<file path="src/rtl/registro_temp_prom.sv">
// Temperature sample register with circular history buffer.
// Provides running average, min/max tracking and a hysteresis alarm.
module registro_temp_prom #(
  parameter int WIDTH      = 8,
  parameter int DEPTH_LOG2 = 2,
  parameter int T_HIGH     = 40,
  parameter int T_LOW      = 35
) (
  input  logic             Clk_R,
  input  logic             Rst_R_n,
  input  logic             Enable_R,
  input  logic             Clr_R,
  input  logic [WIDTH-1:0] DecoT,
  output logic [WIDTH-1:0] Reg_Temp,
  output logic [WIDTH-1:0] Prom_Temp,
  output logic [WIDTH-1:0] Max_Temp,
  output logic [WIDTH-1:0] Min_Temp,
  output logic             Valid_R,
  output logic             Alarm_R
);

  localparam int DEPTH = 1 << DEPTH_LOG2;
  localparam int SW    = WIDTH + DEPTH_LOG2;
  localparam int CW    = DEPTH_LOG2 + 1;

  localparam logic [CW-1:0]    FULL = CW'(DEPTH);
  localparam logic [WIDTH-1:0] TH   = WIDTH'(T_HIGH);
  localparam logic [WIDTH-1:0] TL   = WIDTH'(T_LOW);

  logic [WIDTH-1:0]      hist_q [DEPTH];
  logic [WIDTH-1:0]      hist_d [DEPTH];
  logic [DEPTH_LOG2-1:0] wp_q, wp_d;
  logic [CW-1:0]         cnt_q, cnt_d;
  logic [SW-1:0]         sum_q, sum_d;
  logic [WIDTH-1:0]      reg_q, reg_d;
  logic [WIDTH-1:0]      max_q, max_d;
  logic [WIDTH-1:0]      min_q, min_d;
  logic                  alarm_q, alarm_d;

  assign Valid_R   = (cnt_q == FULL);
  assign Prom_Temp = Valid_R ? sum_q[SW-1:DEPTH_LOG2] : '0;
  assign Reg_Temp  = reg_q;
  assign Max_Temp  = max_q;
  assign Min_Temp  = min_q;
  assign Alarm_R   = alarm_q;

  always_comb begin
    hist_d  = hist_q;
    wp_d    = wp_q;
    cnt_d   = cnt_q;
    sum_d   = sum_q;
    reg_d   = reg_q;
    max_d   = max_q;
    min_d   = min_q;
    alarm_d = alarm_q;

    if (Clr_R) begin
      for (int i = 0; i < DEPTH; i++) hist_d[i] = '0;
      wp_d  = '0;
      cnt_d = '0;
      sum_d = '0;
      max_d = '0;
      min_d = '1;
    end else if (Enable_R) begin
      // Empty slots hold 0, so subtracting the overwritten entry is safe during fill
      hist_d[wp_q] = DecoT;
      wp_d  = wp_q + 1'b1;
      sum_d = sum_q + SW'(DecoT) - SW'(hist_q[wp_q]);
      reg_d = DecoT;
      max_d = (DecoT > max_q) ? DecoT : max_q;
      min_d = (DecoT < min_q) ? DecoT : min_q;
      cnt_d = (cnt_q == FULL) ? cnt_q : cnt_q + CW'(1);
    end

    if (Clr_R || !Valid_R) begin
      alarm_d = 1'b0;
    end else if (Prom_Temp >= TH) begin
      alarm_d = 1'b1;
    end else if (Prom_Temp <= TL) begin
      alarm_d = 1'b0;
    end
  end

  always_ff @(posedge Clk_R) begin
    if (!Rst_R_n) begin
      for (int i = 0; i < DEPTH; i++) hist_q[i] <= '0;
      wp_q    <= '0;
      cnt_q   <= '0;
      sum_q   <= '0;
      reg_q   <= '0;
      max_q   <= '0;
      min_q   <= '1;
      alarm_q <= 1'b0;
    end else begin
      for (int i = 0; i < DEPTH; i++) hist_q[i] <= hist_d[i];
      wp_q    <= wp_d;
      cnt_q   <= cnt_d;
      sum_q   <= sum_d;
      reg_q   <= reg_d;
      max_q   <= max_d;
      min_q   <= min_d;
      alarm_q <= alarm_d;
    end
  end

endmodule

</file>
<file path="config.mk">
export PLATFORM = sky130hd
export DESIGN_NAME = registro_temp_prom
export DESIGN_NICKNAME = d
export VERILOG_FILES = /design/src/rtl/registro_temp_prom.sv
export SDC_FILE = /design/constraint.sdc
export NUM_CORES = 1
export LEC_CHECK = 0
export CORE_AREA = 5 5 97 99
export DETAILED_ROUTE_END_ITERATION = 10
export DIE_AREA = 0 0 102 104
export GPL_ROUTABILITY_DRIVEN = 1
export PLACE_DENSITY = 0.79
export SETUP_SLACK_MARGIN = 0.2
export SKIP_LAST_GASP = 1
export SLEW_MARGIN = 25
export SYNTH_ARGS = -nofsm -noshare
export SYNTH_HDL_FRONTEND = slang
export SYNTH_SLANG_ARGS = --single-unit
export TNS_END_PERCENT = 50
</file>
<file path="constraint.sdc">
create_clock -name Clk_R -period 4.5 [get_ports Clk_R]
set_input_delay 1.125 -clock Clk_R [delete_from_list [all_inputs] [get_ports Clk_R]]
set_output_delay 1.125 -clock Clk_R [all_outputs]
set_load 0.02 [all_outputs]
</file>
==> impl_summary.txt, run 1 <==
----------------------------------------------------
[STA]
  Max transition margin ... 0.425
  Crit share post-route ... 0.807
  Total negative setup slack ... 0 ps
  Worst-case clock skew ... 8.01 ps
  Worst Max-Slew Pin Slew ... 861 ps
  Pins Over Slew Limit ... 0
  Number of failing hold endpoints at the final stage ... 0
  Number of failing setup endpoints in the final timing report ... 0
  Minimum clock period after layout ... roughly 3600 ps
  Maximum clock rate ... 0.275 GHz
  Setup repair after global routing missed its margin ... false
  Setup slack after layout ... 866 ps

[Floorplanning]
  Die height ... about 100 µm
  Overall die area ... around 11000 µm²
  Std-Cell Rows ... 34
  Area of the placeable core ... approximately 8500 µm²
  Initial Util ... 0.481
  Ports ... between 40 and 50
  Width of the die ... a little over 100 µm

[Global routing]
  Total overflow reported by the global router ... 0
  Global-route wire length before repair ... 17000 µm
  Via count of the first global-routing pass ... ~3500
  Maximum number of pins on one net before global-route repair ... 38
  Number of antenna violations at the first check in global routing ... 0
  Gr usage total ... 0.199

[Final layout]
  Final cell count without fillers ... around 640
  Net count, final ... ~580
  Relative area change from synthesis to final layout ... 18.6%
  Layout cells sized above 1 ... 0.0755
  ANT cells ... 0

[Pwr]
  Power Internal ... between 0.001 and 0.0015 W
  Static leakage power ... about 1.9 nW
  Max IR drop VDD ... between 0.0002 and 0.00025 V
  Share of power burned in registers ... 0.431
  P_sw ... approximately 0.00047 W
  Relative contribution of the clock network to total power ... 0.347
  Proportion of power drawn by combinational gates ... 0.222
  Share of total power consumed by net switching ... 0.301
  Pwr Density ... about 320 nW/µm²

[Critical path]
  Worst r2r dst ... sum_q[6]$_SDFFE_PP0P_
  R2r worst-path depth ... 9
  FF-to-FF Start ... wp_q[0]$_SDFFE_PP0P_
  Data arrival time of the critical path ... about 3900 ps
  Reg2reg setup slack ... a little under 900 ps
  Worst-path cell chain ... clkdlybuf4s50_1 -> inv_1 -> fa_1 -> inv_1 -> fa_1 -> a21o_1 -> a311o_1 -> a211o_1 -> a31oi_1 -> nor2_1
  Critical Path Start Type ... input port
  Cell with the biggest individual delay on the critical path ... fa_1
  Startpoint-to-endpoint class of the critical path ... in -> reg
  Required time of the worst setup path ... about 4700 ps
  CP peak stage delay ... approximately 530 ps
  Worst-path maximum fanout ... 3
  Critical Path Sink Type ... flop

[Detailed routing]
  Via count ... roughly 3600
  DR DRC count ... 0
  DRC marker count from the first detailed-route iteration ... 171
  Per-cell routed wire length ... approximately 16 µm
  Routed via count divided by cell count ... approximately 5.7
  WL final ... 10300 µm
  Post-DRT Antenna Nets ... 0
  Count of TritonRoute iterations in the first routing pass ... 5

[Place]
  Number of buffers inserted by port buffering ... 45
  Pre-CTS setup slack ... a little over 500 ps
  Sum of net half-perimeters after detailed placement ... 7500 µm
  Cell count after placement ... around 620
  Final weighted congestion of routability-driven global placement ... approximately 0.9

[Clocking]
  TritonCTS clock tree ... yes
  Latest clock arrival within the worst-skew pair ... approximately 350 ps
  Post-cts resize count ... 0
  Htree depth ... 3
  Root Driver ... clkbuf_8
  Sink count of the clock tree ... 72
  Clock buffers created by TritonCTS ... 9
  Setup bufs post-CTS ... 0
  Post-CTS Hold Fix Bufs ... 0
  Clock transition at the registers of the reported paths ... 80 ps
  CTS Buffer Depth ... 2

[Logic synthesis]
  Leading register cell type out of synthesis ... dfxtp_1
  Area share of and/or/nand/nor cells after synthesis ... 0.184
  Multiplexer fraction of the synthesized cell area ... 0.0689
  Proportion of synthesized chip area in sequential cells ... 0.354
  Share of flip-flops with an asynchronous set or reset ... 0
  Compound-gate portion of the synthesized area ... 0.170
  Number of enable flip-flop cells after synthesis ... 0
  Count of yosys warnings during synthesis ... 0
  Fraction of the mapped netlist area in adder cells ... 0.135
  Fraction of synthesized cell area in xor and xnor cells ... 0.0108
  Register bit count reported by yosys ... just over 70
  Mean cell area of the mapped netlist ... 8.37 µm²
  Number of nets in the synthesized netlist ... 537
  Area of the mapped netlist ... 4070 µm²
  Count of different cell masters after synthesis ... 47
  Gate Count Post-Synth ... 486
  Combinational family with the most area after synthesis ... simple AND/OR/NAND/NOR gates

[Hold path]
  Startpoint of the most critical hold path ... hist_q[0]$_SDFFE_PP0P_
  Terminating pin of the worst hold path ... hist_q[0]$_SDFFE_PP0P_
  Hold Path Cell Cnt ... 2
  Type of the worst min-delay path ... reg -> reg

[Status]
  Run status ... complete, no violations

[Job]
  Max-cap viol count ... 0

----------------------------------------------------
==> cells by family after synthesis <==
family          count (synthesis)
compound gates                115
flops                          72
fa+ha+maj                      39
xor+xnor                        5
simple gates                  157
mux                            18
buf+inv                        80
==> worst max-delay path: cells and delay by family <==
kind / cells / cell delay (ps)
AO/OA/AOI/OAI: 4 / 1050
buffers and inverters: 3 / 650
AND/OR/NAND/NOR: 1 / 50
adder cells (fa/ha/maj): 2 / 980
==> power groups by stage <==
| stage | registers (W) | clock network [W] | logic, W |
|---|---|---|---|
| after floorplan | 0.000693 | 0 | 0.000235 |
| after global routing | 0.000676 | 0.000589 | 0.000384 |
| after CTS | 0.000673 | 0.000555 | 0.000344 |
| after global placement | 0.000687 | 0 | 0.000332 |
| after detailed placement | 0.000688 | 0 | 0.000341 |
| final | 0.000673 | 0.000541 | 0.000347 |
==> layer usage <==
layer,vias to the layer above,wire length (µm),global-route usage
met5,-,0,0
li1,1758,-,-
met1,1738,4400,0.265
met3,17,680,0.0443
met2,120,5060,0.319
met4,0,182,0.0628
==> state kept, by name, indices dropped and copies added, names as in the netlist <==
name / count
Alarm_R: 1
cnt_q: 3
wp_q: 2
Min_Temp: 8
Reg_Temp: 8
sum_q: 10
Max_Temp: 8
hist_q: 32
==> through the flow <==
| step | total power (W) | hold WS, ps | util | area, µm² |
|---|---|---|---|---|
| 2_1_floorplan | 0.000928 | 433 | - | 4070 |
| 3_5_place_dp | 0.00103 | 444 | 0.544 | 4610 |
| 5_1_grt | 0.00165 | 480 | 0.570 | 4820 |
| 6_report | 0.00156 | 454 | 0.570 | 4820 |
| 4_1_cts | 0.00157 | 455 | 0.570 | 4820 |
| 3_3_place_gp | 0.00102 | 439 | 0.544 | 4610 |
==> cell usage after synthesis (3+ instances only) <==
| master | n | area share |
|---|---|---|
| a21oi_1 | 58 | 0.071 |
| nand3_1 | 46 | 0.057 |
| clkbuf_1 | 13 | 0.012 |
| a31oi_1 | 3 | 0.0046 |
| nor3_1 | 5 | 0.0061 |
| nor2b_1 | 11 | 0.017 |
| fa_1 | 8 | 0.039 |
| xnor2_1 | 4 | 0.0086 |
| nor3b_1 | 3 | 0.0055 |
| buf_1 | 6 | 0.0055 |
| o211ai_1 | 15 | 0.028 |
| a21o_1 | 5 | 0.0092 |
| o21ai_0 | 13 | 0.016 |
| buf_2 | 6 | 0.0074 |
| o21a_1 | 3 | 0.0055 |
| nand2_1 | 46 | 0.042 |
| a211oi_1 | 3 | 0.0055 |
| nand2b_1 | 3 | 0.0046 |
| mux2i_1 | 10 | 0.025 |
| dfxtp_1 | 72 | 0.35 |
| ha_1 | 31 | 0.095 |
| mux4_2 | 8 | 0.044 |
| o31ai_1 | 3 | 0.0055 |
| nor2_1 | 30 | 0.028 |
| inv_1 | 53 | 0.049 |
==> layout by cell type, fill, tap and decap left out, drive strengths merged, types with 2 or more instances in the layout <==
cell type	instances
dfxtp	72
a21oi	59
inv	54
nand2	46
nand3	46
clkdlybuf4s50	44
ha	31
nor2	30
o211ai	15
o21ai	14
nor2b	11
clkbuf	11
buf	11
mux2i	10
mux4	8
fa	8
a21o	5
nor3	5
xnor2	4
a211oi	3
o31ai	3
o21a	3
a31oi	3
nor3b	3
nand2b	3
o21bai	2
nand4b	2
and4b	2
a211o	2
nand4	2
and3	2
clkinv	2
and2	2
==> layout make-up <==
class | instances | area, µm²
clock buffers | 11 | 151
clock inverters | 5 | 63.8
fillers | 742 | 3640
inverters | 53 | 199
multi-input cells | 334 | 2310
flip-flops and latches | 72 | 1440
well taps | 108 | 135
repair buffers | 55 | 520
==> how the worst max path moves through the flow <==
stage | from | endpoint
2_1_floorplan | DecoT[1] | sum_q[6]$_SDFFE_PP0P_
3_3_place_gp | DecoT[1] | sum_q[6]$_SDFFE_PP0P_
3_5_place_dp | DecoT[1] | sum_q[6]$_SDFFE_PP0P_
4_1_cts | wp_q[0]$_SDFFE_PP0P_ | sum_q[6]$_SDFFE_PP0P_
5_1_grt | wp_q[0]$_SDFFE_PP0P_ | sum_q[8]$_SDFFE_PP0P_
6_report | DecoT[1] | sum_q[6]$_SDFFE_PP0P_
(Power assumes the default switching activity.)
==> run 2: changes to the inputs <==
- PLACE_DENSITY: 0.79 -> 0.81
- clock period: 4.5 -> 3.2 ns (I/O delays scaled with it)
==> impl_summary.txt, run 2 (synthesis gave the netlist of run 1 again) <==
----------------------------------------------------
[STA]
  Crit share post-route ... 0.940
  Minimum clock period after layout ... ~3000 ps
  Setup repair after global routing missed its margin ... true
  Maximum clock rate ... between 0.3 and 0.4 GHz
  Number of failing hold endpoints at the final stage ... 0 (unchanged)
  Pins Over Slew Limit ... 0 (unchanged)
  Worst Max-Slew Pin Slew ... 637 ps (-224 ps)
  Number of failing setup endpoints in the final timing report ... 0 (unchanged)
  Worst Hold Margin ... 456 ps (+1.64 ps)
  Max transition margin ... 0.575 (+0.150)
  Worst-case clock skew ... 14.7 ps (+6.69 ps)

[Critical path]
  FF-to-FF Start ... wp_q[0]$_SDFFE_PP0P_
  Reg2reg setup slack ... 190 ps (-690 ps)
  Worst r2r dst ... sum_q[8]$_SDFFE_PP0P_
  Critical Path Start Type ... flop
  End point of the critical path ... sum_q[8]$_SDFFE_PP0P_
  Critical path launch point ... wp_q[0]$_SDFFE_PP0P_
  Data arrival time of the critical path ... 3220 ps (-650 ps)
  Startpoint-to-endpoint class of the critical path ... reg -> reg
  Worst-path maximum fanout ... 6 (+3)
  R2r worst-path depth ... 9 (unchanged)
  Required time of the worst setup path ... 3410 ps (-1320 ps)
  Critical Path Sink Type ... flop

[Detailed routing]
  Post-DRT Antenna Nets ... 0 (unchanged)
  Via count ... 3820 (+5.1%)
  DR DRC count ... 0 (unchanged)
  Per-cell routed wire length ... 16.4 µm (+1.2%)
  Count of TritonRoute iterations in the first routing pass ... 4 (-1)
  WL final ... 10900 µm (+6.0%)
  DRC marker count from the first detailed-route iteration ... 217 (+27%)
  Routed via count divided by cell count ... 5.72 (+0.43%)

[Floorplanning]
  Area of the placeable core ... 8470 µm² (unchanged)
  Initial Util ... 0.481 (unchanged)
  Std-Cell Rows ... 34 (unchanged)
  Width of the die ... 102 µm (unchanged)
  Overall die area ... 10600 µm² (unchanged)
  Ports ... 46 (unchanged)
  Die height ... 104 µm (unchanged)

[Pwr]
  Pwr Density ... 450 nW/µm² (+39%)
  Static leakage power ... 2.04 nW (+8.1%)
  Max IR drop VDD ... 0.000398 V (+98%)

[Final layout]
  Layout cells sized above 1 ... 0.152 (+0.0763)
  Relative area change from synthesis to final layout ... 26.1%
  Net count, final ... 606 (+5.2%)
  Top flop regs ... hist_q (32), sum_q (10)
  Most frequent standard cell in the layout excluding fill and tap cells ... dfxtp_1
  Fill cell instance count of the final layout ... 709 (-4.4%)
  Largest register FFs ... 32 (unchanged)
  ANT cells ... 0 (unchanged)
  Register containing the most flip-flops in the final layout ... hist_q
  Commonest non-fill, non-tap cells in the layout ... dfxtp_1, a21oi_1, inv_1, nand2_1, nand3_1
  Final cell count without fillers ... 668 (+4.7%)

[Global routing]
  Global-route wire length before repair ... 18000 µm (+5.8%)
  Number of antenna violations at the first check in global routing ... 0 (unchanged)
  Maximum number of pins on one net before global-route repair ... 35 (-7.9%)
  Gr usage total ... 0.211 (+0.0112)
  Total overflow reported by the global router ... 0 (unchanged)
  Via count of the first global-routing pass ... 3694 (+5.7%)

[Clocking]
  Post-CTS Hold Fix Bufs ... 0 (unchanged)
  Latest clock arrival within the worst-skew pair ... 350 ps (about the same)
  Htree depth ... 3 (unchanged)
  TritonCTS clock tree ... yes
  CTS Buffer Depth ... 2 (unchanged)
  Clock buffers created by TritonCTS ... 9 (unchanged)
  Sink count of the clock tree ... 72 (unchanged)
  Clock transition at the registers of the reported paths ... 90 ps (about the same)
  Root Driver ... clkbuf_8

[Place]
  Final weighted congestion of routability-driven global placement ... 0.883 (-2.9%)
  Sum of net half-perimeters after detailed placement ... 8020 µm (+6.9%)
  Number of buffers inserted by port buffering ... 45 (unchanged)
  Cell count after placement ... 650 (+4.5%)

[Status]
  Run status ... complete, no violations

[Hold path]
  Startpoint of the most critical hold path ... hist_q[15]$_SDFFE_PP0P_
  Type of the worst min-delay path ... reg -> reg

[Job]
  Max-cap viol count ... 0 (unchanged)

----------------------------------------------------
==> run 2: cell types whose count changed in the layout (fill, tap and decap cells not counted), sizes merged <==
cell,change
dlygate4sd2,+3
clkbuf,-1
inv,+2
clkinv,-1
buf,+30
clkdlybuf4s50,-3
==> run 2: worst max-delay path: stages (launching register included) <==
cell      delay, ps
dfxtp_4         410
mux4_2          550
fa_1            490
inv_1            70
fa_2            350
a21o_1          220
a31o_2          270
o221ai_2        170
mux2i_1         200
o311ai_0        130
==> run 2: layout make-up <==
type                    instances  area (µm²)  share of cell area
multi-input cells             334        2400               0.468
clock buffers                  10         138              0.0268
repair buffers                 85         742               0.145
well taps                     108         135              0.0263
clock inverters                 6        72.6              0.0141
inverters                      53         199              0.0388
flip-flops and latches         72        1450               0.282
==> run 2: worst min path at each step <==
stage	depth (start not counted)	slack, ps	endpoint
global route	2	470	hist_q[15]$_SDFFE_PP0P_
finish	2	460	hist_q[15]$_SDFFE_PP0P_
detailed placement	2	440	hist_q[15]$_SDFFE_PP0P_
CTS	2	460	hist_q[15]$_SDFFE_PP0P_
floorplan	2	430	hist_q[10]$_SDFFE_PP0P_
global placement	2	440	hist_q[31]$_SDFFE_PP0P_
==> run 2: metrics by stage <==
| stage | util | setup slack, ps | area [µm²] | setup TNS [ps] | total power [W] |
|---|---|---|---|---|---|
| 5_1_grt | 0.606 | 70.3 | 5130 | 0 | 0.00242 |
| 4_1_cts | 0.599 | 180 | 5070 | 0 | 0.00228 |
| 3_5_place_dp | 0.570 | -339 | 4820 | -1200 | 0.00151 |
| 2_1_floorplan | - | 228 | 4080 | 0 | 0.00131 |
| 6_report | 0.606 | 193 | 5130 | 0 | 0.00231 |
| 3_3_place_gp | 0.570 | -300 | 4820 | -1070 | 0.00149 |
==> run 2: power breakdown <==
group	switching [W]	internal (W)	leakage [nW]
Sequential	0.0000190	0.000925	0.585
Combinational	0.000332	0.000270	1.35
Clock	0.000370	0.000391	0.104
Total	0.000721	0.00159	2.04
==> run 2: timing repair <==
item / 4_1_cts / 5_1_grt
gates resized for setup: 11 / 9
setup buffers: 2 / 0
endpoints found under the setup margin: 5 / 6
pin swaps: 2 / 7
==> run 2: per-layer routing <==
layer | global-route usage | vias up | wire, µm
li1 | - | 1821 | -
met2 | 0.334 | 142 | 5260
met3 | 0.0402 | 22 | 697
met5 | 0 | - | 0
met4 | 0.0703 | 0 | 242
met1 | 0.286 | 1835 | 4740
